### src/rtl/spi_master_core.sv
`timescale 1ns/1ps
// Byte-wide SPI master engine: all four CPOL/CPHA modes, SCK half-period of D+1 clk cycles,
// automatic or manual chip select, valid/ready byte input and strobed byte output.
//   state | meaning
//   IDLE  | SCK tracks config_cpol, ready for a byte
//   SETUP | CS asserted, first MOSI bit presented for D+1 cycles
//   SHIFT | 16 SCK edges, D+1 cycles apart
//   HOLD  | SCK at cpol for D+1 cycles, then rx_data/rx_valid
module spi_master_core #(
  parameter int CLOCK_DIV_WIDTH = 8
) (
  input  logic                       clk,
  input  logic                       rst_n,
  input  logic                       config_enable,
  input  logic [CLOCK_DIV_WIDTH-1:0] config_clockDivider,
  input  logic                       config_cpol,
  input  logic                       config_cpha,
  input  logic                       config_msbFirst,
  input  logic                       config_csManual,
  input  logic                       config_csLevel,
  input  logic [7:0]                 tx_data,
  input  logic                       tx_valid,
  output logic                       tx_ready,
  output logic [7:0]                 rx_data,
  output logic                       rx_valid,
  output logic                       busy,
  output logic                       spi_clk,
  output logic                       spi_mosi,
  input  logic                       spi_miso,
  output logic                       spi_cs
);

  typedef enum logic [1:0] {IDLE, SETUP, SHIFT, HOLD} state_t;

  state_t                     state, state_next;
  logic [CLOCK_DIV_WIDTH-1:0] div_q, cnt;
  logic                       cpol_q, cpha_q, msb_q;
  logic [7:0]                 tx_sr, rx_sr;
  logic [3:0]                 edge_cnt;
  logic [4:0]                 edge_idx;
  logic                       accept, tick, leading, last_edge;
  logic                       edge_now, finish, do_sample, do_shift, cs_next;

  assign tx_ready  = config_enable && (state == IDLE);
  assign busy      = (state != IDLE);
  assign accept    = tx_valid && tx_ready;
  assign tick      = (cnt == '0);
  // edge_idx is the 1-based number of the edge about to be produced; odd edges are leading
  assign edge_idx  = {1'b0, edge_cnt} + 5'd1;
  assign leading   = edge_idx[0];
  assign last_edge = (edge_cnt == 4'd15);

  always_comb begin
    state_next = state;
    edge_now   = 1'b0;
    finish     = 1'b0;
    case (state)
      IDLE:  if (accept) state_next = SETUP;
      SETUP: if (tick) begin
               edge_now   = 1'b1;
               state_next = SHIFT;
             end
      SHIFT: if (tick) begin
               edge_now = 1'b1;
               if (last_edge) state_next = HOLD;
             end
      HOLD:  if (tick) begin
               finish     = 1'b1;
               state_next = IDLE;
             end
      default: state_next = IDLE;
    endcase
    if (!config_enable && state != IDLE) begin
      state_next = IDLE;
      edge_now   = 1'b0;
      finish     = 1'b0;
    end
    do_sample = edge_now && (leading ^ cpha_q);
    // CPHA=1 edge 1 re-drives the bit already on MOSI, so no shift is needed there
    do_shift  = edge_now && !(leading ^ cpha_q) && (edge_idx != 5'd1) && !last_edge;
    cs_next   = config_csManual ? !config_csLevel : (state_next == IDLE);
  end

  always_ff @(posedge clk or negedge rst_n) begin
    if (!rst_n) begin
      state    <= IDLE;
      cnt      <= '0;
      div_q    <= '0;
      cpol_q   <= 1'b0;
      cpha_q   <= 1'b0;
      msb_q    <= 1'b0;
      tx_sr    <= 8'h00;
      rx_sr    <= 8'h00;
      edge_cnt <= 4'd0;
      spi_clk  <= 1'b0;
      spi_mosi <= 1'b0;
      spi_cs   <= 1'b1;
      rx_data  <= 8'h00;
      rx_valid <= 1'b0;
    end else begin
      state    <= state_next;
      rx_valid <= finish;
      spi_cs   <= cs_next;
      if (finish) rx_data <= rx_sr;

      if (state == IDLE)            spi_clk <= config_cpol;
      else if (state_next == IDLE)  spi_clk <= cpol_q;
      else if (edge_now)            spi_clk <= ~spi_clk;

      if (accept) begin
        cnt      <= config_clockDivider;
        div_q    <= config_clockDivider;
        cpol_q   <= config_cpol;
        cpha_q   <= config_cpha;
        msb_q    <= config_msbFirst;
        edge_cnt <= 4'd0;
        tx_sr    <= tx_data;
        rx_sr    <= 8'h00;
        spi_mosi <= config_msbFirst ? tx_data[7] : tx_data[0];
      end else if (state != IDLE) begin
        cnt <= tick ? div_q : cnt - 1'b1;
        if (edge_now) edge_cnt <= edge_cnt + 4'd1;
        if (do_sample)
          rx_sr <= msb_q ? {rx_sr[6:0], spi_miso} : {spi_miso, rx_sr[7:1]};
        if (do_shift) begin
          tx_sr    <= msb_q ? {tx_sr[6:0], 1'b0} : {1'b0, tx_sr[7:1]};
          spi_mosi <= msb_q ? tx_sr[6] : tx_sr[1];
        end
      end
    end
  end

endmodule

### config.mk
export PLATFORM = sky130hd
export DESIGN_NAME = spi_master_core
export DESIGN_NICKNAME = d
export VERILOG_FILES = /design/src/rtl/spi_master_core.sv
export SDC_FILE = /design/constraint.sdc
export NUM_CORES = 1
export LEC_CHECK = 0
export BUFFER_PORTS_ARGS = -buffer_cell sky130_fd_sc_hd__buf_2
export CORE_UTILIZATION = 30
export CTS_BUF_LIST = sky130_fd_sc_hd__clkbuf_2
export CTS_CLUSTER_DIAMETER = 50
export DETAILED_ROUTE_END_ITERATION = 12
export PLACE_DENSITY = 0.45
export SLEW_MARGIN = 10
export SYNTH_ARGS = -nofsm -noshare
export SYNTH_HDL_FRONTEND = slang
export SYNTH_SLANG_ARGS = --single-unit
### constraint.sdc
create_clock -name clk -period 2.1 [get_ports clk]
set_clock_uncertainty 0.15 [all_clocks]
set_input_delay 0.315 -clock clk [delete_from_list [all_inputs] [get_ports clk]]
set_output_delay 0.315 -clock clk [all_outputs]
set_load 0.02 [all_outputs]
==> impl_metrics.yaml <==
drt:
  wl_per_cell_um: 13.5
  route.vias.total: 2587
  ant_nets: 0
  route.detailed.drc: 0
  viasPerCell: 4.80
  first_pass_iters: 4
  wl_um: 7300
  drt_iter0_drc: 50
power:
  power.leakage_nw: 1.84
  powerDensity_mw_per_mm2: 927
  total_power_mw: 3.78
  vdd_drop_max_mv: 0.358
setup_path:
  ff2ff_setup_slack_ns: 0.009
  endpoint_kind: "register"
  reg2regPathDepth: 9
  crit_type: "register to register"
  worst-path-max-fanout: 5
  r2r_start: "cnt[0]$_DFFE_PN0P_"
  arrival_ns: 2.30
  cp.required_ns: 2.31
  cp-startpoint: "cnt[0]$_DFFE_PN0P_"
  endpoint: "tx_sr[6]$_DFFE_PN0P_"
  reg2reg_to: "tx_sr[6]$_DFFE_PN0P_"
  startpoint_type: "register"
yosys:
  synth.top_cell.area_share_pct: 44.8
  netlist_area_mm2: 0.00290
  synth_ff_type: "dfrtp_1"
  async_reset_ff_share_pct: 100
  synth_top_cells_by_area: "dfrtp_1 45%, nand2_1 6.9%, mux2i_1 6.2%"
  yosysWarningCount: 0
  syn_area_per_cell_um2: 9.36
  synth_edf_count: 0
  ys_ff_latch: 53
  synthDistinctLibCells: 53
  syn-instance-count: 310
  synthTopCellsByCount: "53 x nand2_1, 52 x dfrtp_1, 30 x nor2_1"
  synth_most_common_cell: "nand2_1"
  synth_seq_area_share_pct: 45.8
  yosysTopAreaCell: "dfrtp_1"
  syn_nets: 343
placed_design:
  placed_cells: 495
  portBuffers: 39
  placed_area_mm2: 0.00348
  detailed_place_hpwl_um: 5020
  routabilityCongestion: 0.843
sta:
  rsz0062_at_grt: "yes"
  final-setup-viol-count: 0
  finalHoldViolations: 0
  max-slew-margin-rel_pct: 68.9
  period_share_pct: 99.6
  period_needed_ns: 2.09
  drv_slew: 0
  worst_slew_pin_slew_ns: 0.467
  max_freq_mhz: 478
  hold_slack_ns: 0.114
clock_network:
  insertion_delay_ns: 0.43
  htreeDepth: 2
  clockRootBuffer: "clkbuf_2"
  numClockSinks: 53
  clockBufferDepth: 2
  clk_pin_slew_ns: 0.28
  cts_inserted_buffers: 5
  cts_tree: "yes"
finish:
  fin_cells: 539
  drive_above_1_share_pct: 35.6
  finalInstanceArea_mm2: 0.00408
  finalNetCount: 442
  flow.area_growth_from_synthesis_pct: 40.7
  n_antenna_cell: 0
run_status:
  status: "finished, final reports clean"
global_route:
  grt_max_degree: 37
  grtUsageTotal_pct: 15.1
  overflow: 0
  grt_pass1_wl_um: 12100
  first_global_vias: 2487
  antenna_found_initial: 0
min_path:
  min_path_type: "primary input to register"
  whs_path_depth: 3
floorplan:
  core_mm2: 0.00928
  die_w_um: 100
  die_y_um: 100
  io_pins: 40
  dieArea_mm2: 0.0101
  start_util_pct: 31.3
  rows: 35
run:
  maxCapViolations: 0
## layout by cell type, fill, tap and decap left out, drive strengths merged, types with 2 or more instances in the layout
cell type | Yosys | final
nor2 | 30 | 30
and3 | 3 | 3
o31ai | 2 | 2
nand3 | 9 | 9
nor3 | 4 | 4
ha | 7 | 7
or3 | 2 | 2
dfrtp | 52 | 52
a22o | 2 | 2
buf | 7 | 85
a21oi | 19 | 19
inv | 11 | 11
clkinv | 0 | 2
a211oi | 3 | 3
o22ai | 4 | 4
mux2i | 18 | 18
nand2b | 2 | 2
nor4 | 2 | 2
nand2 | 54 | 54
nor4b | 2 | 2
dlygate4sd3 | 0 | 22
clkbuf | 9 | 6
o22a | 2 | 2
nor2b | 3 | 3
mux2 | 16 | 16
o21ai | 25 | 25
nor3b | 2 | 2
and2 | 2 | 2
a31oi | 2 | 2
## sequential cells by signal, indices dropped and copies added, names as in the netlist
| name | cells |
|---|---|
| cnt | 8 |
| div_q | 8 |
| rx_data | 8 |
| rx_sr | 8 |
| tx_sr | 8 |
| edge_cnt | 4 |
| state | 2 |
| cpha_q | 1 |
| cpol_q | 1 |
| msb_q | 1 |
| rx_valid | 1 |
| spi_clk | 1 |
| spi_cs | 1 |
| spi_mosi | 1 |
## what timing repair did
item                                   4_1_cts  5_1_grt
endpoints found under the hold margin       45        0
cloned                                       0        3
setup buffers                                2        9
hold buffers                                22        0
setup endpoints to repair                   14       31
resized for setup                           13       42
pin swaps                                    3       21
## final cells by class
cell class | instances | area, µm²
Sequential cell | 53 | 1330
Timing Repair Buffer | 108 | 846
Inverter | 11 | 45.0
Fill cell | 954 | 5200
Clock buffer | 5 | 25.0
Multi-Input combinational cell | 230 | 1660
Clock inverter | 3 | 16.3
Tap cell | 129 | 161
## critical path, cell delays in order, from the launching register on
cell      delay (ns)
dfrtp_1         0.46
inv_2           0.08
ha_4            0.13
buf_6           0.09
nor4b_4         0.22
nand3_2         0.13
a211oi_4        0.27
buf_6           0.18
mux2i_2         0.22
o21ai_1         0.09
## cell families after synthesis
kind of cell             count (synthesis)  share of synthesized area [%]
AO/OA/AOI/OAI                           67                           14.3
XOR/XNOR                                 1                          0.302
adder cells (fa/ha/maj)                  7                           3.02
buffers and inverters                   27                           4.05
flip-flops                              53                           45.8
multiplexers                            34                           12.4
AND/OR/NAND/NOR                        121                           20.1
## report_power, final
part	internal (mW)	leakage (nW)	switching [mW]	total (mW)
clock network	0.0802	0.0284	0.339	0.419
logic	0.945	1.13	0.881	1.83
registers	1.30	0.685	0.240	1.54
total	2.32	1.84	1.46	3.78
## per-layer routing
| layer | part of all wire, % | vias up | GRT usage [%] |
|---|---|---|---|
| li1 | - | 1279 | - |
| met1 | 47 | 1244 | 19.8 |
| met2 | 48 | 55 | 26.3 |
| met3 | 3.3 | 9 | 2.30 |
| met4 | 1.0 | 0 | 3.34 |
| met5 | 0 | - | 0 |
## through the flow
step | utilization, % | TNS, ns | setup slack (ns)
global placement | 37.5 | 0 | 0.00471
floorplan | - | 0 | 0.00149
finish | 44.0 | 0 | 0.00924
CTS | 41.0 | 0 | 0.00178
detailed placement | 37.5 | -0.0645 | -0.0284
global route | 44.0 | -1.34 | -0.133
## worst min path at each step
stage	start	endpoint	slack, ns
6_report	tx_valid	state[0]$_DFF_PN0_	0.11
5_1_grt	spi_miso	rx_sr[7]$_DFFE_PN0P_	0.09
4_1_cts	spi_miso	rx_sr[7]$_DFFE_PN0P_	0.08
3_5_place_dp	rst_n	state[1]$_DFF_PN0_	0.15
3_3_place_gp	rst_n	state[1]$_DFF_PN0_	0.15
2_1_floorplan	rst_n	cnt[0]$_DFFE_PN0P_	-0.13
(Power assumes the default switching activity.)
